## src/rtl/mc_ctrl_unit_pkg.sv

```systemverilog
// ctrl_pkg: shared encodings for the multicycle RV32I control unit.
// Holds the FSM state enum, instruction classes, opcodes and datapath select codes.
package ctrl_pkg;

    typedef enum logic [2:0] {S_FETCH, S_DECODE, S_EXEC, S_MDWAIT, S_MEM, S_WB, S_TRAP} state_t;

    typedef enum logic [3:0] {
        C_R, C_I, C_LUI, C_AUIPC, C_JAL, C_JALR, C_LOAD, C_STORE, C_BRANCH, C_MD
    } iclass_t;

    localparam logic [6:0] OP_R      = 7'b0110011;
    localparam logic [6:0] OP_I      = 7'b0010011;
    localparam logic [6:0] OP_LOAD   = 7'b0000011;
    localparam logic [6:0] OP_STORE  = 7'b0100011;
    localparam logic [6:0] OP_BRANCH = 7'b1100011;
    localparam logic [6:0] OP_JAL    = 7'b1101111;
    localparam logic [6:0] OP_JALR   = 7'b1100111;
    localparam logic [6:0] OP_LUI    = 7'b0110111;
    localparam logic [6:0] OP_AUIPC  = 7'b0010111;

    localparam logic [3:0] ALU_ADD  = 4'd0;
    localparam logic [3:0] ALU_SUB  = 4'd1;
    localparam logic [3:0] ALU_SLT  = 4'd2;
    localparam logic [3:0] ALU_SLTU = 4'd3;
    localparam logic [3:0] ALU_XOR  = 4'd4;
    localparam logic [3:0] ALU_OR   = 4'd5;
    localparam logic [3:0] ALU_AND  = 4'd6;
    localparam logic [3:0] ALU_SLL  = 4'd7;
    localparam logic [3:0] ALU_SRL  = 4'd8;
    localparam logic [3:0] ALU_SRA  = 4'd9;
    localparam logic [3:0] ALU_LUI  = 4'd10;
    localparam logic [3:0] ALU_IDLE = 4'd11;

    localparam logic [1:0] WB_PC4  = 2'b00;
    localparam logic [1:0] WB_ALU  = 2'b01;
    localparam logic [1:0] WB_LD   = 2'b10;
    localparam logic [1:0] WB_NONE = 2'b11;

    localparam logic [2:0] LD_NONE = 3'd5;
    localparam logic [1:0] ST_NONE = 2'd3;

    // alt selects SUB/SRA; callers must clear it where funct7[5] has no meaning
    function automatic logic [3:0] alu_of(input logic [2:0] f3, input logic alt);
        case (f3)
            3'b000:  return alt ? ALU_SUB : ALU_ADD;
            3'b001:  return ALU_SLL;
            3'b010:  return ALU_SLT;
            3'b011:  return ALU_SLTU;
            3'b100:  return ALU_XOR;
            3'b101:  return alt ? ALU_SRA : ALU_SRL;
            3'b110:  return ALU_OR;
            default: return ALU_AND;
        endcase
    endfunction

endpackage

```

## src/rtl/mc_ctrl_unit_if.sv

```systemverilog
// mc_ctrl_unit_if: memory handshakes and datapath controls of the multicycle control unit.
interface mc_ctrl_unit_if;
    logic [31:0] i_instruction;
    logic        i_br_less;
    logic        i_br_equal;
    logic        i_imem_ack;
    logic        i_dmem_ack;
    logic        i_md_done;
    logic        o_imem_req;
    logic        o_dmem_req;
    logic        o_ir_wren;
    logic        o_pc_wren;
    logic        o_rd_wren;
    logic        o_mem_wren;
    logic        o_opa_sel;
    logic        o_opb_sel;
    logic        o_pc_sel;
    logic        o_br_uns;
    logic [1:0]  o_wb_sel;
    logic [3:0]  o_alu_op;
    logic [2:0]  o_ld_rewrite;
    logic [1:0]  o_st_rewrite;
    logic        o_md_start;
    logic [2:0]  o_md_op;
    logic        o_insn_vld;
    logic        o_illegal;
    logic        o_timeout;

    modport master (
        input  i_instruction, i_br_less, i_br_equal, i_imem_ack, i_dmem_ack, i_md_done,
        output o_imem_req, o_dmem_req, o_ir_wren, o_pc_wren, o_rd_wren, o_mem_wren,
               o_opa_sel, o_opb_sel, o_pc_sel, o_br_uns, o_wb_sel, o_alu_op,
               o_ld_rewrite, o_st_rewrite, o_md_start, o_md_op, o_insn_vld,
               o_illegal, o_timeout
    );

    modport slave (
        output i_instruction, i_br_less, i_br_equal, i_imem_ack, i_dmem_ack, i_md_done,
        input  o_imem_req, o_dmem_req, o_ir_wren, o_pc_wren, o_rd_wren, o_mem_wren,
               o_opa_sel, o_opb_sel, o_pc_sel, o_br_uns, o_wb_sel, o_alu_op,
               o_ld_rewrite, o_st_rewrite, o_md_start, o_md_op, o_insn_vld,
               o_illegal, o_timeout
    );
endinterface

```

## src/rtl/rv32_decoder.sv

```systemverilog
// rv32_decoder: combinational RV32I(+M) decode into class, ALU op, selects and rewrite codes.
module rv32_decoder
    import ctrl_pkg::*;
#(
    parameter bit ENABLE_M = 1'b0
) (
    input  logic [31:0] insn,
    input  logic        less,
    input  logic        equal,
    output iclass_t     cls,
    output logic [3:0]  alu_op,
    output logic        opa_sel,
    output logic        opb_sel,
    output logic        br_uns,
    output logic        br_taken,
    output logic        jump,
    output logic [1:0]  wb_sel,
    output logic [2:0]  ld_rw,
    output logic [1:0]  st_rw,
    output logic        illegal
);
    logic [6:0] opc;
    logic [6:0] f7;
    logic [2:0] f3;
    logic       alt;
    logic       base;
    logic       unused_fields;

    assign opc           = insn[6:0];
    assign f3            = insn[14:12];
    assign f7            = insn[31:25];
    assign alt           = f7 == 7'b0100000;
    assign base          = f7 == 7'b0000000;
    assign unused_fields = ^{insn[24:15], insn[11:7]};

    assign br_uns   = cls == C_BRANCH && f3[1];
    assign br_taken = f3[2] ? (f3[0] ? (!less || equal) : less) : (equal ^ f3[0]);
    assign jump     = cls == C_JAL || cls == C_JALR;

    always_comb begin
        cls     = C_R;
        alu_op  = ALU_IDLE;
        opa_sel = 1'b0;
        opb_sel = 1'b0;
        wb_sel  = WB_ALU;
        ld_rw   = LD_NONE;
        st_rw   = ST_NONE;
        illegal = 1'b0;
        case (opc)
            OP_R: begin
                cls     = f7 == 7'b0000001 ? C_MD : C_R;
                alu_op  = f7 == 7'b0000001 ? ALU_IDLE : alu_of(f3, alt);
                illegal = f7 == 7'b0000001 ? !ENABLE_M
                                           : !(base || (alt && (f3 == 3'b000 || f3 == 3'b101)));
            end
            OP_I: begin
                cls     = C_I;
                opb_sel = 1'b1;
                alu_op  = alu_of(f3, alt && f3 == 3'b101);
                illegal = f3 == 3'b001 ? !base : f3 == 3'b101 ? !(base || alt) : 1'b0;
            end
            OP_LUI: begin
                cls     = C_LUI;
                opb_sel = 1'b1;
                alu_op  = ALU_LUI;
            end
            OP_AUIPC: begin
                cls     = C_AUIPC;
                opa_sel = 1'b1;
                opb_sel = 1'b1;
                alu_op  = ALU_ADD;
            end
            OP_JAL: begin
                cls     = C_JAL;
                opa_sel = 1'b1;
                opb_sel = 1'b1;
                alu_op  = ALU_ADD;
                wb_sel  = WB_PC4;
            end
            OP_JALR: begin
                cls     = C_JALR;
                opb_sel = 1'b1;
                alu_op  = ALU_ADD;
                wb_sel  = WB_PC4;
                illegal = f3 != 3'b000;
            end
            OP_LOAD: begin
                cls     = C_LOAD;
                opb_sel = 1'b1;
                alu_op  = ALU_ADD;
                wb_sel  = WB_LD;
                ld_rw   = f3[2] ? 3'(f3[1:0]) + 3'd3 : f3;
                illegal = f3[1:0] == 2'b11 || (f3[2] && f3[1]);
            end
            OP_STORE: begin
                cls     = C_STORE;
                opb_sel = 1'b1;
                alu_op  = ALU_ADD;
                wb_sel  = WB_NONE;
                st_rw   = f3[1:0];
                illegal = f3[2] || f3[1:0] == 2'b11;
            end
            OP_BRANCH: begin
                cls     = C_BRANCH;
                opa_sel = 1'b1;
                opb_sel = 1'b1;
                alu_op  = ALU_ADD;
                wb_sel  = WB_NONE;
                illegal = f3[2:1] == 2'b01;
            end
            default: illegal = 1'b1;
        endcase
    end
endmodule

```

## src/rtl/mc_ctrl_unit.sv

```systemverilog
// mc_ctrl_unit: multicycle RV32I control FSM with memory/mul-div handshakes and timeout trap.
module mc_ctrl_unit
    import ctrl_pkg::*;
#(
    parameter bit ENABLE_M    = 1'b0,
    parameter int TIMEOUT_CYC = 16
) (
    input  logic           i_clk,
    input  logic           i_rst_n,
    mc_ctrl_unit_if.master bus
);
    localparam int             CW      = TIMEOUT_CYC > 1 ? $clog2(TIMEOUT_CYC) : 1;
    localparam logic [CW-1:0]  CNT_MAX = CW'(TIMEOUT_CYC - 1);

    state_t        state;
    state_t        next;
    iclass_t       cls;
    logic          run;
    logic [CW-1:0] cnt;
    logic          ill_q;
    logic          to_q;
    logic          wait_st;
    logic          got;
    logic          expire;
    logic [3:0]    dec_alu;
    logic          dec_opa;
    logic          dec_opb;
    logic          dec_uns;
    logic          taken;
    logic          jump;
    logic [1:0]    dec_wb;
    logic [2:0]    dec_ld;
    logic [1:0]    dec_st;
    logic          dec_ill;

    rv32_decoder #(.ENABLE_M(ENABLE_M)) u_dec (
        .insn     (bus.i_instruction),
        .less     (bus.i_br_less),
        .equal    (bus.i_br_equal),
        .cls      (cls),
        .alu_op   (dec_alu),
        .opa_sel  (dec_opa),
        .opb_sel  (dec_opb),
        .br_uns   (dec_uns),
        .br_taken (taken),
        .jump     (jump),
        .wb_sel   (dec_wb),
        .ld_rw    (dec_ld),
        .st_rw    (dec_st),
        .illegal  (dec_ill)
    );

    // run holds the FSM idle for the first cycle after reset so requests start one cycle later
    assign wait_st = run && (state == S_FETCH || state == S_MEM || state == S_MDWAIT);
    assign got     = state == S_FETCH ? bus.i_imem_ack : state == S_MEM ? bus.i_dmem_ack : bus.i_md_done;
    assign expire  = TIMEOUT_CYC != 0 && wait_st && !got && cnt == CNT_MAX;

    assign bus.o_illegal = ill_q;
    assign bus.o_timeout = to_q;

    always_ff @(posedge i_clk) begin
        if (!i_rst_n) begin
            state <= S_FETCH;
            run   <= 1'b0;
            cnt   <= '0;
            ill_q <= 1'b0;
            to_q  <= 1'b0;
        end else begin
            run   <= 1'b1;
            state <= next;
            cnt   <= (next != state || !wait_st) ? '0 : cnt + 1'b1;
            ill_q <= ill_q || (state == S_DECODE && next == S_TRAP);
            to_q  <= to_q || expire;
        end
    end

    always_comb begin
        next             = state;
        bus.o_imem_req   = 1'b0;
        bus.o_dmem_req   = 1'b0;
        bus.o_ir_wren    = 1'b0;
        bus.o_pc_wren    = 1'b0;
        bus.o_rd_wren    = 1'b0;
        bus.o_mem_wren   = 1'b0;
        bus.o_opa_sel    = 1'b0;
        bus.o_opb_sel    = 1'b0;
        bus.o_pc_sel     = 1'b0;
        bus.o_br_uns     = 1'b0;
        bus.o_wb_sel     = WB_ALU;
        bus.o_alu_op     = ALU_IDLE;
        bus.o_ld_rewrite = LD_NONE;
        bus.o_st_rewrite = ST_NONE;
        bus.o_md_start   = 1'b0;
        bus.o_md_op      = 3'd0;
        bus.o_insn_vld   = 1'b0;
        if (run) begin
            case (state)
                S_FETCH: begin
                    bus.o_imem_req = 1'b1;
                    bus.o_ir_wren  = bus.i_imem_ack;
                    next           = bus.i_imem_ack ? S_DECODE : S_FETCH;
                end
                S_DECODE: next = dec_ill ? S_TRAP : S_EXEC;
                S_EXEC: begin
                    bus.o_opa_sel  = dec_opa;
                    bus.o_opb_sel  = dec_opb;
                    bus.o_alu_op   = dec_alu;
                    bus.o_br_uns   = dec_uns;
                    bus.o_pc_sel   = cls == C_BRANCH && taken;
                    bus.o_pc_wren  = cls == C_BRANCH;
                    bus.o_insn_vld = cls == C_BRANCH;
                    bus.o_md_start = cls == C_MD;
                    bus.o_md_op    = cls == C_MD ? bus.i_instruction[14:12] : 3'd0;
                    next = cls == C_BRANCH ? S_FETCH
                         : (cls == C_LOAD || cls == C_STORE) ? S_MEM
                         : cls == C_MD ? S_MDWAIT : S_WB;
                end
                S_MDWAIT: begin
                    bus.o_md_op = bus.i_instruction[14:12];
                    next        = bus.i_md_done ? S_WB : S_MDWAIT;
                end
                S_MEM: begin
                    bus.o_dmem_req   = 1'b1;
                    bus.o_mem_wren   = cls == C_STORE;
                    bus.o_ld_rewrite = dec_ld;
                    bus.o_st_rewrite = dec_st;
                    bus.o_pc_wren    = cls == C_STORE && bus.i_dmem_ack;
                    bus.o_insn_vld   = cls == C_STORE && bus.i_dmem_ack;
                    next = !bus.i_dmem_ack ? S_MEM : cls == C_STORE ? S_FETCH : S_WB;
                end
                S_WB: begin
                    bus.o_rd_wren  = 1'b1;
                    bus.o_pc_wren  = 1'b1;
                    bus.o_insn_vld = 1'b1;
                    bus.o_wb_sel   = dec_wb;
                    bus.o_pc_sel   = jump;
                    next           = S_FETCH;
                end
                default: next = S_TRAP;
            endcase
            if (expire) next = S_TRAP;
        end
    end
endmodule

```

## src/flat_wrapper.sv

```systemverilog
// flat-port wrapper written by rule: the top's interface ports become plain ports
module mc_ctrl_unit_flat import ctrl_pkg::*;
#(
    parameter bit ENABLE_M    = 1'b0,
    parameter int TIMEOUT_CYC = 16
)
  (i_clk, i_rst_n, bus_i_instruction, bus_i_br_less, bus_i_br_equal, bus_i_imem_ack, bus_i_dmem_ack, bus_i_md_done, bus_o_imem_req, bus_o_dmem_req, bus_o_ir_wren, bus_o_pc_wren, bus_o_rd_wren, bus_o_mem_wren, bus_o_opa_sel, bus_o_opb_sel, bus_o_pc_sel, bus_o_br_uns, bus_o_wb_sel, bus_o_alu_op, bus_o_ld_rewrite, bus_o_st_rewrite, bus_o_md_start, bus_o_md_op, bus_o_insn_vld, bus_o_illegal, bus_o_timeout);
  mc_ctrl_unit_if bus_i ();
  input  logic i_clk;
  input  logic i_rst_n;
  input wire logic [$bits(bus_i.i_instruction)-1:0] bus_i_instruction;
  input wire logic [$bits(bus_i.i_br_less)-1:0] bus_i_br_less;
  input wire logic [$bits(bus_i.i_br_equal)-1:0] bus_i_br_equal;
  input wire logic [$bits(bus_i.i_imem_ack)-1:0] bus_i_imem_ack;
  input wire logic [$bits(bus_i.i_dmem_ack)-1:0] bus_i_dmem_ack;
  input wire logic [$bits(bus_i.i_md_done)-1:0] bus_i_md_done;
  output wire logic [$bits(bus_i.o_imem_req)-1:0] bus_o_imem_req;
  output wire logic [$bits(bus_i.o_dmem_req)-1:0] bus_o_dmem_req;
  output wire logic [$bits(bus_i.o_ir_wren)-1:0] bus_o_ir_wren;
  output wire logic [$bits(bus_i.o_pc_wren)-1:0] bus_o_pc_wren;
  output wire logic [$bits(bus_i.o_rd_wren)-1:0] bus_o_rd_wren;
  output wire logic [$bits(bus_i.o_mem_wren)-1:0] bus_o_mem_wren;
  output wire logic [$bits(bus_i.o_opa_sel)-1:0] bus_o_opa_sel;
  output wire logic [$bits(bus_i.o_opb_sel)-1:0] bus_o_opb_sel;
  output wire logic [$bits(bus_i.o_pc_sel)-1:0] bus_o_pc_sel;
  output wire logic [$bits(bus_i.o_br_uns)-1:0] bus_o_br_uns;
  output wire logic [$bits(bus_i.o_wb_sel)-1:0] bus_o_wb_sel;
  output wire logic [$bits(bus_i.o_alu_op)-1:0] bus_o_alu_op;
  output wire logic [$bits(bus_i.o_ld_rewrite)-1:0] bus_o_ld_rewrite;
  output wire logic [$bits(bus_i.o_st_rewrite)-1:0] bus_o_st_rewrite;
  output wire logic [$bits(bus_i.o_md_start)-1:0] bus_o_md_start;
  output wire logic [$bits(bus_i.o_md_op)-1:0] bus_o_md_op;
  output wire logic [$bits(bus_i.o_insn_vld)-1:0] bus_o_insn_vld;
  output wire logic [$bits(bus_i.o_illegal)-1:0] bus_o_illegal;
  output wire logic [$bits(bus_i.o_timeout)-1:0] bus_o_timeout;
  assign bus_i.i_instruction = bus_i_instruction;
  assign bus_i.i_br_less = bus_i_br_less;
  assign bus_i.i_br_equal = bus_i_br_equal;
  assign bus_i.i_imem_ack = bus_i_imem_ack;
  assign bus_i.i_dmem_ack = bus_i_dmem_ack;
  assign bus_i.i_md_done = bus_i_md_done;
  assign bus_o_imem_req = bus_i.o_imem_req;
  assign bus_o_dmem_req = bus_i.o_dmem_req;
  assign bus_o_ir_wren = bus_i.o_ir_wren;
  assign bus_o_pc_wren = bus_i.o_pc_wren;
  assign bus_o_rd_wren = bus_i.o_rd_wren;
  assign bus_o_mem_wren = bus_i.o_mem_wren;
  assign bus_o_opa_sel = bus_i.o_opa_sel;
  assign bus_o_opb_sel = bus_i.o_opb_sel;
  assign bus_o_pc_sel = bus_i.o_pc_sel;
  assign bus_o_br_uns = bus_i.o_br_uns;
  assign bus_o_wb_sel = bus_i.o_wb_sel;
  assign bus_o_alu_op = bus_i.o_alu_op;
  assign bus_o_ld_rewrite = bus_i.o_ld_rewrite;
  assign bus_o_st_rewrite = bus_i.o_st_rewrite;
  assign bus_o_md_start = bus_i.o_md_start;
  assign bus_o_md_op = bus_i.o_md_op;
  assign bus_o_insn_vld = bus_i.o_insn_vld;
  assign bus_o_illegal = bus_i.o_illegal;
  assign bus_o_timeout = bus_i.o_timeout;
  mc_ctrl_unit #(.ENABLE_M(ENABLE_M), .TIMEOUT_CYC(TIMEOUT_CYC)) u_core (.i_clk(i_clk), .i_rst_n(i_rst_n), .bus(bus_i));
endmodule
```

## config.mk

```make
export PLATFORM = sky130hd
export DESIGN_NAME = mc_ctrl_unit_flat
export DESIGN_NICKNAME = d
export VERILOG_FILES = /design/src/rtl/mc_ctrl_unit_pkg.sv /design/src/rtl/mc_ctrl_unit_if.sv /design/src/rtl/rv32_decoder.sv /design/src/rtl/mc_ctrl_unit.sv /design/src/flat_wrapper.sv
export SDC_FILE = /design/constraint.sdc
export NUM_CORES = 1
export LEC_CHECK = 0
export CAP_MARGIN = 15
export CELL_PAD_IN_SITES_DETAIL_PLACEMENT = 1
export CELL_PAD_IN_SITES_GLOBAL_PLACEMENT = 1
export CORE_ASPECT_RATIO = 1.25
export CORE_MARGIN = 5
export CORE_UTILIZATION = 29
export CTS_CLUSTER_DIAMETER = 50
export DETAILED_ROUTE_END_ITERATION = 10
export PLACE_DENSITY = 0.83
export SLEW_MARGIN = 20
export SYNTH_ARGS = -nofsm -noshare
export SYNTH_HDL_FRONTEND = slang
export SYNTH_SLANG_ARGS = --single-unit
```

## constraint.sdc

```tcl
create_clock -name i_clk -period 6.37 [get_ports i_clk]
set_input_delay 0.9555 -clock i_clk [delete_from_list [all_inputs] [get_ports i_clk]]
set_output_delay 0.9555 -clock i_clk [all_outputs]
set_load 0.02 [all_outputs]
```

==> results of run 1 <==
## registers in the layout (all words and copies together), names as in the netlist
name and cells:
u_core.cnt 4, u_core.state 3, u_core.bus.o_illegal 1, u_core.bus.o_timeout 1
u_core.run 1
## power groups by stage
stage	combinational [W]	clock, W	sequential [W]
global route	0.0000842	0.0000719	0.0000726
CTS	0.0000767	0.0000665	0.0000717
finish	0.0000766	0.0000637	0.0000719
global placement	0.0000748	0	0.0000728
detailed placement	0.0000761	0	0.0000729
floorplan	0.0000496	0	0.0000686
## critical path: stages
cell and delay [ns]:
clkdlybuf4s50_1 0.58, nand4bb_1 0.56, nor3_1 0.54, a21oi_1 0.12, a21boi_0 0.29, clkdlybuf4s50_1 0.67
## logic make-up (layout without fill, tap and decap cells)
family	Yosys count	after routing	share of synthesized area [%]
compound gates	47	47	24.0
xor+xnor	4	4	2.65
fa+ha+maj	5	5	4.74
buf+inv	23	63	8.25
flops	10	10	15.2
mux	1	1	1.14
simple gates	101	101	44.1
## placed cells by master, fill, tap and decap left out, types with 3 or more instances in the layout
cell              n
inv_1             9
o21ai_0          15
nand3_1           5
nor3b_1           4
a211oi_1          3
clkbuf_8          3
and2_1            3
or3_1             3
ha_1              5
nor2_1           17
clkdlybuf4s50_1  51
dfxtp_1          10
nand2b_1          6
a21oi_1           7
nor4_1            4
nand2_1          18
nor3_1           16
and3_1            5
## metal layers
metal / track usage [%] / vias up / share of wire (%)
li1: - / 780 / -
met1: 18.0 / 769 / 44
met2: 26.7 / 37 / 51
met3: 1.78 / 4 / 3.8
met4: 3.14 / 0 / 0.80
met5: 0 / - / 0
## cell type report
type / count / share of cell area (%)
Clock buffer: 3 / 2.21
Inverter: 9 / 1.81
Multi-Input combinational cell: 158 / 54.1
Sequential cell: 10 / 10.7
Tap cell: 58 / 3.88
Timing Repair Buffer: 51 / 27.3
## path summary, 6_finish.rpt
check	startpoint	endpoint	slack (ns)
setup reg to reg	u_core.state[1]	u_core.cnt[1]	4.02
setup / recovery	bus_i_instruction[2]	bus_o_insn_vld	1.70
hold / removal	u_core.cnt[0]	u_core.cnt[0]	0.45
hold reg to reg	u_core.cnt[0]	u_core.cnt[0]	0.45
## per-stage QoR
stage               power [W]  hold WS [ns]  std cells  utilization (%)
finish               0.000212         0.450        289             42.2
global route         0.000229         0.482        289             42.2
CTS                  0.000215         0.456        289             42.2
detailed placement   0.000149         0.448        286             41.3
global placement     0.000148         0.439        286             41.3
floorplan            0.000118         0.427        191                -
==> results.md, run 1 <==
* Clock share of power at 30.0%
* FF/Latch Area at 200 um2
* Gr ovfl total at 0
* Total track usage at ~15%
* Synthesized cell area at around 1300 um2
* Dominant cells by area after synthesis: dfxtp_1, nor3_1, o21ai_0
* Final hold vios at 0
* Layout Nets at about 280
* Arrival @ worst endpoint at 3.72 ns
* Yosys top cell area share at between 15 and 20%
* Fraction of layout cells with a size suffix above 1 at under 10%
* DIE HEIGHT at roughly 85 um
* Row count at 27
* Setup Skew at 0.000924 ns
* H-tree lvl count at 1
* Global-route wire length before repair at between 7000 and 8000 um
* Synth top cells by count: nand2_1, nor2_1, nor3_1
* Hold buffers post-CTS at 0
* CP Launch Type: primary input
* CTS Buf Count at 3
* R2r worst-path depth at 6
* Status: finished, final reports clean
* HP Class: flop to flop
* Net Sw Power at between 0.00006 and 0.00007 W
* EDFF count, synth at 0
* Pwr/cell area at between 100 and 150 nW/um2
* Clk pin slew, worst setup/hold paths at ~0.04 ns
* Worst hold stages at 1
* Count leader, synth: nand2_1
* Synth cell types at 54
* Register share of total power at 33.9%
* Final wirelength at 4490 um
* CTS resizes at 0
* Setup ws final at approximately 1.7 ns
* Max-Cap Viols at 0
* Main synth FF type: dfxtp_1
* Finish-stage setup viols at 0
* Peak Freq at 0.214 GHz
* DR vias/cell at 5.50
* DR iter-0 viols at 110
* #FFs+latches synth at 10
* Die span in x at 70.3 um
* Fill count at 557
* Switch share at about a third
* Area growth syn-to-layout at 41.6%
* Ys async rst share at 0%
* Largest net degree at the start of global routing at 17
* Setup CP Type: primary input to output pin
* Combinational Power Share at 36.1%
* I/O Pins at 67
* Clock Path Buffers at 2
* Slew Limit Fails at 0
* Syn Nets at approximately 240
* Vias in the first global route at 1533
* DR WL/cell at around 16 um
* Internal cell power at about 0.00014 W
* DRC violations left at 0
* Final setup TNS at 0 ns
* YS warnings at 0
* Slew @ Worst Pin at 0.483 ns
* PortBufs at 51
* Area of the multi-input gates at 1010 um2
* Nature of the critical path endpoint: output pin
* Number of setup buffers added after CTS at 0
* Antenna Violating Nets Remaining at 0
* CTS tree: built
* Mapped Cells at 191
* CP required at around 5.4 ns
* RSZ-0062 raised after global routing: no
* Clk Tree Root Cell: clkbuf_8
* Final GP Congestion at 0.788
* Placed cell areas at about 1800 um2
* Tmin final at approximately 4.7 ns
* Total number of vias at about 1.6k
* Worst slack at placement at 1.61 ns
* Fin crit share at roughly three quarters
* Pleak at about 0.68 nW
* Area leader, netlist: dfxtp_1
* Register area share after synthesis at 15.2%
* Die ar. at around 6000 um2
* Slew margin rel. at between 60% and 70%
* Sink Count at 10
* Worst vdd ir at 0.000116 V
* Core region area at between 4000 and 5000 um2
* Avg Cell Area, Syn at just under 7 um2
* Max FO, Critical Path at 11
* Clk_lat worst skew at ~0.23 ns
* Post-route cell area at ~1900 um2
* Initial antenna violation count at 0
* ANT cells at 0
* Dpl hpwl at approximately 3700 um
* First-pass DRT Iterations at 4
* Initial core utilization at 29.8%
(Power assumes the default switching activity.)
==> inputs of run 2 (changes only) <==
--- a/config.mk
+++ b/config.mk
@@ -10,10 +10,10 @@
 export CELL_PAD_IN_SITES_GLOBAL_PLACEMENT = 1
 export CORE_ASPECT_RATIO = 1.25
 export CORE_MARGIN = 5
-export CORE_UTILIZATION = 29
+export CORE_UTILIZATION = 27
 export CTS_CLUSTER_DIAMETER = 50
 export DETAILED_ROUTE_END_ITERATION = 10
-export PLACE_DENSITY = 0.83
+export PLACE_DENSITY = 0.78
 export SLEW_MARGIN = 20
 export SYNTH_ARGS = -nofsm -noshare
 export SYNTH_HDL_FRONTEND = slang
==> constraint.sdc (replaced) <==
create_clock -name i_clk -period 4.8 [get_ports i_clk]
set_input_delay 0.72 -clock i_clk [delete_from_list [all_inputs] [get_ports i_clk]]
set_output_delay 0.72 -clock i_clk [all_outputs]
set_load 0.02 [all_outputs]
==> run 2 against run 1 <==
  * Clock-buffer cell count unchanged
  * Highest routed layer unchanged
  * Largest power group unchanged
  * Hold slack better by 0.010 ns
  * Combinational power up 33%
==> results.md, run 2 (synthesis gave the netlist of run 1 again) <==
* Status: finished, final reports clean
* Fin crit share at ~84%
* Dpl hpwl at 3750 um
* CP Launch Type: primary input
* DIE HEIGHT at 88.2 um
* Largest regs: u_core.cnt x4, u_core.state x3
* Final hold vios at 0
* Number of setup buffers added after CTS at 0
* CP top delay family: simple AND/OR/NAND/NOR gates
* Dpl cells at 290
* RSZ-0062 raised after global routing: no
* Total track usage at between 10 and 15%
* Pleak at roughly 0.69 nW
* Core region area at roughly 4700 um2
* Max reg flops at 4
* Pwr/cell area at approximately 150 nW/um2
* Max-Cap Viols at 0
* Worst vdd ir at ~0.00016 V
* Final std cells w/o fill at a little under 300
* DR iter-0 viols at between 80 and 90
* Clk_lat worst skew at ~0.23 ns
* Worst slack at placement at about 0.76 ns
* Initial antenna violation count at 0
* Gr ovfl total at 0
* ANT cells at 0
* CTS tree: built
* I/O Pins at 67
* Slew Limit Fails at 0
* CP Buf/Inv Count at 2
* Hold buffers post-CTS at 0
* DR vias/cell at around 5.4
* Clk Tree Root Cell: clkbuf_8
* Reg with most FFs: u_core.cnt
* Crit path cell chain: clkdlybuf4s50_1 > or4b_4 > nor4_4 > nor2_1 > nor2_1 > and3_1 > clkdlybuf4s50_1
* HP Class: flop to flop
* Setup CP Type: primary input to output pin
* Die ar. at 6400 um2
* Antenna Violating Nets Remaining at 0
* Largest net degree at the start of global routing at 17
* Setup Skew at around 0.0012 ns
* Slew margin rel. at between 60 and 70%
* Clk pin slew, worst setup/hold paths at 0.04 ns
* Commonest non-fill, non-tap cell in the layout: clkdlybuf4s50_1
* Clock Path Buffers at 2
* Peak Freq at roughly 0.25 GHz
* Setup ws final at between 0.7 and 0.8 ns
* Sink Count at 10
* Die span in x at 72.5 um
* Fraction of layout cells with a size suffix above 1 at about 8.2%
* Final wirelength at roughly 4600 um
* First-pass DRT Iterations at 4
* Vias in the first global route at 1558
* Final setup TNS at 0 ns
* Max stage delay on crit path at a little under 0.7 ns
* Layout Nets at between 200 and 300
* Arrival @ worst endpoint at between 3 and 4 ns
* Tmin final at 4.05 ns
* Final GP Congestion at 0.774
* Initial core utilization at ~28%
* H-tree lvl count at 1
* Max FO, Critical Path at 10
* Area growth syn-to-layout at 42.9%
* Most frequent cells in the layout: clkdlybuf4s50_1, nand2_1, nor2_1
* Finish-stage setup viols at 0
* CTS Buf Count at 3
* Total number of vias at 1571
* DR WL/cell at 15.8 um
* Row count at 28
* Global-route wire length before repair at 7420 um
* DRC violations left at 0
* Hold_ws at 0.460 ns
* CTS resizes at 0
* Slowest-stage cell, CP: clkdlybuf4s50_1
* PortBufs at 51
* Nature of the critical path endpoint: output pin
* Slew @ Worst Pin at 0.511 ns
* CP required at approximately 4 ns
-- run 2: cell count changes in the layout (fill, tap and decap cells not counted), sizes merged --
cell,previous run,this run
buf,0,2
-- run 2: path summary, 6_finish.rpt --
| path | from | end | slack (ns) | depth (start not counted) |
|---|---|---|---|---|
| max | bus_i_instruction[5] | bus_o_md_op[2] | 0.75 | 7 |
| min | u_core.bus.o_illegal | u_core.bus.o_illegal | 0.46 | 2 |
| max reg2reg | u_core.state[1] | u_core.cnt[1] | 2.48 | 6 |
| min reg2reg | u_core.bus.o_illegal | u_core.bus.o_illegal | 0.46 | 2 |
-- run 2: area by class of cell --
| class | instances | area (um2) |
|---|---|---|
| Fill cell | 604 | 2840 |
| Multi-Input combinational cell | 158 | 1010 |
| Timing Repair Buffer | 53 | 526 |
| Sequential cell | 10 | 200 |
| Tap cell | 60 | 75.1 |
| Clock buffer | 3 | 41.3 |
| Inverter | 9 | 33.8 |
-- run 2: worst reg2reg max path, stage by stage (launching register included) --
cell and delay (ns):
dfxtp_1 0.44, or4b_2 0.69, nand3_1 0.13, o311a_1 0.26, o311a_2 0.24, mux2_4 0.33, nor3b_1 0.17
-- run 2: routing by layer --
layer	up-vias	wire length, um	global-route usage, %
met5	-	0	0
met4	0	55	4.87
met3	5	235	1.26
met2	32	2350	26.5
met1	744	2000	16.8
li1	790	-	-
-- run 2: metrics by stage --
step	area, um2	util [%]	power (W)
final	1890	39.9	0.000282
after detailed placement	1850	39.0	0.000199
after CTS	1890	39.9	0.000285
after global routing	1890	39.9	0.000300
after floorplan	1320	-	0.000157
after global placement	1850	39.0	0.000197
-- run 2: power breakdown --
| part | switching (W) | leakage (nW) | internal (W) | total [W] |
|---|---|---|---|---|
| registers | 0.00000866 | 0.0816 | 0.0000868 | 0.0000955 |
| clock network | 0.0000297 | 0.0216 | 0.0000546 | 0.0000844 |
| logic | 0.0000534 | 0.583 | 0.0000487 | 0.000102 |
==> inputs of run 3 (changes only) <==
==> constraint.sdc (replaced) <==
create_clock -name i_clk -period 3.85 [get_ports i_clk]
set_input_delay 0.5775 -clock i_clk [delete_from_list [all_inputs] [get_ports i_clk]]
set_output_delay 0.5775 -clock i_clk [all_outputs]
set_load 0.02 [all_outputs]
==> run 3 against run 2 <==
  * Clock skew barely moved
  * First-iteration DRC count grew 11%
  * Utilization up 1.6 points
  * Combinational power up 36%
  * Wire length is 0.88% higher
  * Power increased by 29%
  * Largest power group unchanged
  * Highest routed layer unchanged
==> results.md, run 3 (synthesis gave the netlist of run 1 again) <==
* Status: finished, final reports clean
* RSZ-0062 raised after global routing: no
* CTS resizes at 0
* Slew margin rel. at 67.5%
* Launching point of the worst reg2reg path: u_core.state[1]
* Clk_lat worst skew at 0.24 ns
* Finished Core Util at 41.5%
* Clk pin slew, worst setup/hold paths at 0.04 ns
* Clock share of power at roughly 30%
* Antenna Violating Nets Remaining at 0
* Worst vdd ir at ~0.00020 V
* Row count at 28
* Pleak at approximately 0.74 nW
* Combinational Power Share at around two fifths
* Register share of total power at roughly a third
* DR vias/cell at roughly 5.2
* Total track usage at between 15 and 20%
* Net Sw Power at around 0.00012 W
* HP Class: flop to flop
* Fill count at a little over 600
* Final GP Congestion at about 0.80
* Post-route cell area at approximately 2000 um2
* Peak Freq at 0.275 GHz
* CTS Buf Count at 3
* Finish-stage setup viols at 0
* DIE HEIGHT at 88.2 um
* Number of setup buffers added after CTS at 0
* Setup Skew at 0.000713 ns
* Layout Nets at roughly 290
* Max-Cap Viols at 0
* Setup CP Type: primary input to output pin
* Sink Count at 10
* DR WL/cell at roughly 15 um
* Largest regs: u_core.cnt x4, u_core.state x3
* Internal cell power at between 0.0002 and 0.00025 W
* Final wirelength at between 4000 and 5000 um
* Slew Limit Fails at 0
* Hold path start: u_core.cnt[0]
* FF/Latch Area at 200 um2
* Core region area at 4730 um2
* Area growth syn-to-layout at 48.6%
* Pwr Total at between 0.0003 and 0.0004 W
* Hold buffers post-CTS at 0
* Slew @ Worst Pin at around 0.48 ns
* Placed cell areas at a little under 2000 um2
* CP Launch Type: primary input
* Dpl hpwl at ~4000 um
* PortBufs at 51
* Global-route wire length before repair at slightly below 8000 um
* Vias in the first global route at between 1.5k and 2k
* Clk Tree Root Cell: clkbuf_8
* Commonest non-fill, non-tap cell in the layout: clkdlybuf4s50_1
* Final setup TNS at 0 ns
* Fin crit share at roughly 94%
* CTS tree: built
* Nature of the critical path endpoint: output pin
* Clock Path Buffers at 2
* I/O Pins at between 60 and 70
* Total number of vias at 1585
* Tmin final at ~3.6 ns
* Dpl cells at 300
* H-tree lvl count at 1
* Reg with most FFs: u_core.cnt
* Switch share at around 33%
* Largest net degree at the start of global routing at 16
* Area of the multi-input gates at about 1000 um2
* Max reg flops at 4
* DR iter-0 viols at between 90 and 100
* DRC violations left at 0
* Pwr/cell area at 185 nW/um2
* Gr ovfl total at 0
* ANT cells at 0
* Arrival @ worst endpoint at ~3 ns
* Die span in x at around 73 um
* CP Launch Point: bus_i_instruction[4]
* First-pass DRT Iterations at 4
* Final hold vios at 0
* Most frequent cells in the layout: clkdlybuf4s50_1, nand2_1, nor2_1
* CP required at approximately 3.3 ns
* Fraction of layout cells with a size suffix above 1 at 11.9%
* Initial core utilization at between 20% and 30%
* Max FO, Critical Path at 6
* Initial antenna violation count at 0
* Die ar. at 6400 um2
* Final std cells w/o fill at between 300 and 400
[run 3: worst paths after layout]
| path | to | slack, ns | depth (start not counted) |
|---|---|---|---|
| worst max-delay path | bus_o_alu_op[0] | 0.21 | 7 |
| worst max register to register | u_core.cnt[1] | 1.52 | 7 |
| worst min register to register | u_core.cnt[0] | 0.46 | 1 |
| worst min-delay path | u_core.cnt[0] | 0.46 | 1 |
[run 3: worst max-delay path, stage by stage]
cell and delay (ns):
clkdlybuf4s50_1 0.52, nand2b_1 0.24, a211oi_1 0.24, or3b_2 0.19, nand2b_1 0.08, or4_2 0.65
clkdlybuf4s50_1 0.56
[run 3: power groups by stage]
stage	Clock (W)	Combinational, W	Sequential, W
2_1_floorplan	0	0.0000820	0.000114
3_3_place_gp	0	0.000136	0.000116
3_5_place_dp	0	0.000139	0.000117
4_1_cts	0.000114	0.000140	0.000115
5_1_grt	0.000121	0.000153	0.000116
6_report	0.000109	0.000139	0.000115
[run 3: stage by stage]
stage / setup WS, ns / hold WS (ns)
2_1_floorplan: 1.02 / 0.427
3_3_place_gp: 0.218 / 0.439
3_5_place_dp: 0.194 / 0.452
4_1_cts: 0.195 / 0.459
5_1_grt: 0.0891 / 0.492
6_report: 0.213 / 0.457
[run 3: area by class of cell]
cell class | instances | area share [%]
sequential | 10 | 10.2
multi-input combinational | 158 | 51.5
timing repair buffer | 63 | 30.6
clock buffer | 3 | 2.10
tap | 60 | 3.83
inverter | 9 | 1.72
[run 3: metal layers]
| layer | GRT usage, % | vias to the layer above | part of all wire, % |
|---|---|---|---|
| met2 | 28.0 | 36 | 51 |
| met5 | 0 | - | 0 |
| met1 | 17.2 | 736 | 42 |
| met3 | 1.38 | 9 | 5.0 |
| met4 | 6.54 | 0 | 2.2 |
| li1 | - | 804 | - |
==> variant 1 (flow settings as in run 1) <==
`ENABLE_M` is set to 1'b0 in 3 places; all go to 1'b1.
--- a/src/rtl/rv32_decoder.sv
+++ b/src/rtl/rv32_decoder.sv
@@ -4,3 +4,3 @@
 #(
-    parameter bit ENABLE_M = 1'b0
+    parameter bit ENABLE_M = 1'b1
 ) (
--- a/src/rtl/mc_ctrl_unit.sv
+++ b/src/rtl/mc_ctrl_unit.sv
@@ -4,3 +4,3 @@
 #(
-    parameter bit ENABLE_M    = 1'b0,
+    parameter bit ENABLE_M    = 1'b1,
     parameter int TIMEOUT_CYC = 16
--- a/src/flat_wrapper.sv
+++ b/src/flat_wrapper.sv
@@ -3,3 +3,3 @@
 #(
-    parameter bit ENABLE_M    = 1'b0,
+    parameter bit ENABLE_M    = 1'b1,
     parameter int TIMEOUT_CYC = 16
Formal check against the unedited RTL: not equivalent (Yosys sat finds a counterexample within 4 cycles, from zero or initial values and one cycle with i_rst_n low).
==> variant 1 against run 1 <==
- combinational power rose by 3%
- area after synthesis increased by 1.1%
- setup slack improved by 42 ps
- final area up 2.7%
- core utilization grew 1.1 points
- via count decreased by 0.13%
- total power grew 9.1%
- sequential cell count is the same
- wire length rose by 1.5%
- register-to-register slack better by 240 ps
==> variant 1: results (changes against run 1) <==
status:
  outcome: "finished, final reports clean"
yosys:
  netlist_top_cells_area: "dfxtp_1 (15%), ha_1 (4.7%), nor3_1 (4.5%)"
  synth_mux_area_frac: 0.00750  # -0.00388
  ys_types: 57  # +5.6%
  seq_area_frac_synth: 0.150  # -0.00171
  synth-compound-area-share: 0.276  # +0.0367
  synthXorXnorAreaFrac: 0.0262  # -0.000298
  syn-num-nets: 229  # -2.6%
sta:
  slew_headroom: 0.519  # -0.151
  period_minus_slack_ps: 4630  # -41.9 ps
  worst_hold_slack_ps: 452  # +1.26 ps
power:
  leakage_nw: 0.683  # +0.95%
  pwr-share-seq: 0.319  # -0.020
  switching_power_uw: 73.7  # +6.6%
worst_setup_path:
  crit_fanout: 14  # +3
  r2r_start: "u_core.state[0]"
  ff2ff_path_depth: 5  # -1
  cp.arrival_ps: 3680  # -40 ps
  r2r_setup_slack_ps: 4260  # +240 ps
  crit_path_end: "bus_o_md_op[2]"
  startpoint: "bus_i_instruction[5]"
placed_design:
  place_ws_ps: 1730  # +119 ps
  hpwlAfterDp_mm: 3.67  # about the same
  place.gp.congestion: 0.800  # +1.5%
global_route:
  first_global_vias: 1639  # +6.9%
  grt_pass1_wl_mm: 7.87  # +5.1%
  grt_usage: 0.153  # +0.00674
routing:
  wire_per_inst_um: 15.9  # +2.6%
  drt_iter0_markers: 62  # -44%
layout:
  fill_cells: 560  # +0.54%
==> variant 1: cell types whose count changed after synthesis, moves of 3 or more <==
cell,delta
nor3_1,-4
or4_1,+3
o21ai_0,-5
a21boi_0,+4
nor3b_1,-3
==> variant 1: worst reg2reg max path, stage by stage (launching register included) <==
cell and delay (ps):
dfxtp_1 490, or4b_1 610, and4b_1 210, a2111oi_0 370
mux2i_1 230, nor2_1 130
==> variant 1: metal layers <==
| metal | track usage | wire [um] |
|---|---|---|
| met1 | 0.189 | 2040 |
| met2 | 0.277 | 2310 |
| met3 | 0.0141 | 167 |
| met4 | 0.0462 | 44 |
| met5 | 0 | 0 |
==> variant 1: cell type report <==
cell class              count  area share
inverters                   9      0.0176
repair buffers             51       0.266
multi-input cells         154       0.546
well taps                  58      0.0378
clock buffers               4      0.0287
flip-flops and latches     10       0.104
==> variant 2 (settings of run 1) <==
Without the edit above. The 7 states of `state_t` get a Gray code encoding in 3 bits.
--- a/src/rtl/mc_ctrl_unit_pkg.sv
+++ b/src/rtl/mc_ctrl_unit_pkg.sv
@@ -4,3 +4,3 @@
 
-    typedef enum logic [2:0] {S_FETCH, S_DECODE, S_EXEC, S_MDWAIT, S_MEM, S_WB, S_TRAP} state_t;
+    typedef enum logic [2:0] {S_FETCH = 3'b000, S_DECODE = 3'b001, S_EXEC = 3'b011, S_MDWAIT = 3'b010, S_MEM = 3'b110, S_WB = 3'b111, S_TRAP = 3'b101} state_t;
 
Formal check against the unedited RTL: same outputs for any inputs over 10 cycles, from zero or initial values and one cycle with i_rst_n low; not proved beyond that.
==> variant 2 against run 1 <==
- sequential cell count is the same
- setup slack lost 79 ps
- clock skew grew 4.3 ps
- total power grew 5.9%
- cell count shrank 1.7%
- final area grew 1.5%
- register-to-register slack gained 530 ps
- wire length grew 6.8%
- non-clock buffer count is the same
- area after synthesis shrank 0.66%
- critical path type unchanged
- largest power group is now clock
==> variant 2: results (changes against run 1) <==
layout:
  nets: 271  # -2.2%
  drive_above_1_share: 0.0531  # -0.0205
  fill_cells: 565  # +1.4%
  largestRegisters: "u_core.cnt: 4 flops, u_core.state: 3 flops"
worst_setup_path:
  r2r_start: "u_core.state[2]"
  ff2ff_path_depth: 5  # -1
  crit_fanout: 12  # +1
  crit_path_end: "bus_o_md_op[2]"
  r2r_end: "u_core.state[2]"
  cpPeakStageDelay_ps: 620  # -50 ps
  cp_top_family: "simple AND/OR/NAND/NOR gates"
  cp.arrival_ps: 3800  # +80 ps
  r2r_setup_slack_ps: 4550  # +530 ps
  critPathSlowestCell: "nor4_4"
global_route:
  grt_antenna_before_repair: 0  # unchanged
  grt_usage: 0.163  # +0.0167
  grt_max_degree: 22  # +5
  grt_pass1_wl_mm: 8.02  # +7.0%
  first_global_vias: 1709  # +11%
sta:
  finalClockSkew_ps: 5.18  # +4.26 ps
  tightest_slew_ps: 648  # +164 ps
placed_design:
  place.gp.congestion: 0.817  # +3.7%
  port_buffers: 51  # unchanged
  hpwlAfterDp_mm: 3.89  # +6.0%
  dp.cells: 280  # -2.1%
yosys:
  syn-num-nets: 227  # -3.4%
  netlist_top_cells_area: "dfxtp_1 (15%), nor2_1 (5.7%), nor3_1 (5.3%)"
  ys_top_cells_by_count: "nor2_1 (20), nor3_1 (14), nand2_1 (13)"
  seq_area_frac_synth: 0.153  # +0.00101
  ys_types: 57  # +5.6%
  synth_top_area_frac: 0.153  # +0.00101
  syn_area_per_cell_um2: 7.17  # +3.7%
clocking:
  cts.repair.resized: 0  # unchanged
  post-cts-setup-buffers: 0  # unchanged
routing:
  wirelength_mm: 4.79  # +6.8%
  wire_per_inst_um: 16.9  # +8.7%
  vias: 1588  # -0.13%
  drt_iter0_markers: 58  # -47%
  first_pass_iters: 4  # unchanged
power:
  leakage_nw: 0.638  # -5.7%
  ir_drop_v: 0.0000471  # -59%
status:
  outcome: "finished, final reports clean"
-- variant 2: cell types whose count changed after synthesis, sizes merged, moves of 3 or more --
cell	before	now
a31oi	1	4
nor2b	2	6
nand2b	7	2
o21ai	15	11
nand2	19	13
nor2	17	20
and3	5	1
buf	7	4
nor3b	4	1
nand3b	2	5
-- variant 2: final cells by class --
type | instances | area (um2) | share of cell area
Inverter | 9 | 33.8 | 0.0178
Clock buffer | 4 | 55.1 | 0.0290
Sequential cell | 10 | 200 | 0.106
Tap cell | 58 | 72.6 | 0.0383
Timing Repair Buffer | 51 | 510 | 0.269
Multi-Input combinational cell | 152 | 1020 | 0.540
-- variant 2: where the power goes --
group	switching, mW	internal, mW
Sequential	0.00830	0.0655
Clock	0.0244	0.0543
Combinational	0.0383	0.0340
-- variant 2: cell families after synthesis --
kind of cell    synth area share
buf+inv                   0.0658
compound gates             0.294
xor+xnor                  0.0267
mux                      0.00763
flops                      0.153
simple gates               0.406
fa+ha+maj                 0.0477
-- variant 2: how the worst min path moves through the flow --
stage	end	slack (ps)	start	cells after the start
6_report	u_core.bus.o_illegal	460	u_core.bus.o_illegal	2
5_1_grt	u_core.bus.o_illegal	480	u_core.bus.o_illegal	2
4_1_cts	u_core.bus.o_illegal	470	u_core.bus.o_illegal	2
3_5_place_dp	u_core.bus.o_illegal	460	u_core.bus.o_illegal	2
3_3_place_gp	u_core.bus.o_illegal	440	u_core.bus.o_illegal	2
2_1_floorplan	u_core.cnt[0]	430	u_core.cnt[0]	1
-- variant 2: metrics by stage --
stage | worst slack [ps] | power, mW | instance area [um2] | util
finish | 1620 | 0.225 | 1900 | 0.432
global route | 1420 | 0.238 | 1900 | 0.432
CTS | 1600 | 0.227 | 1900 | 0.432
detailed placement | 1620 | 0.147 | 1840 | 0.419
global placement | 1670 | 0.146 | 1840 | 0.419
floorplan | 2620 | 0.114 | 1310 | -
-- variant 2: worst register-to-register path: stages (launching register included) --
cell      delay (ps)
dfxtp_1          730
nor4bb_1         160
a211oi_1         370
nand2_1          100
a211oi_1         230
a31oi_1          120
-- variant 2: layer usage --
metal,part of all wire,vias up,track usage
met2,0.51,54,0.300
met1,0.40,752,0.175
met4,0.028,0,0.0767
met3,0.053,11,0.0344
met5,0,-,0
li1,-,771,-
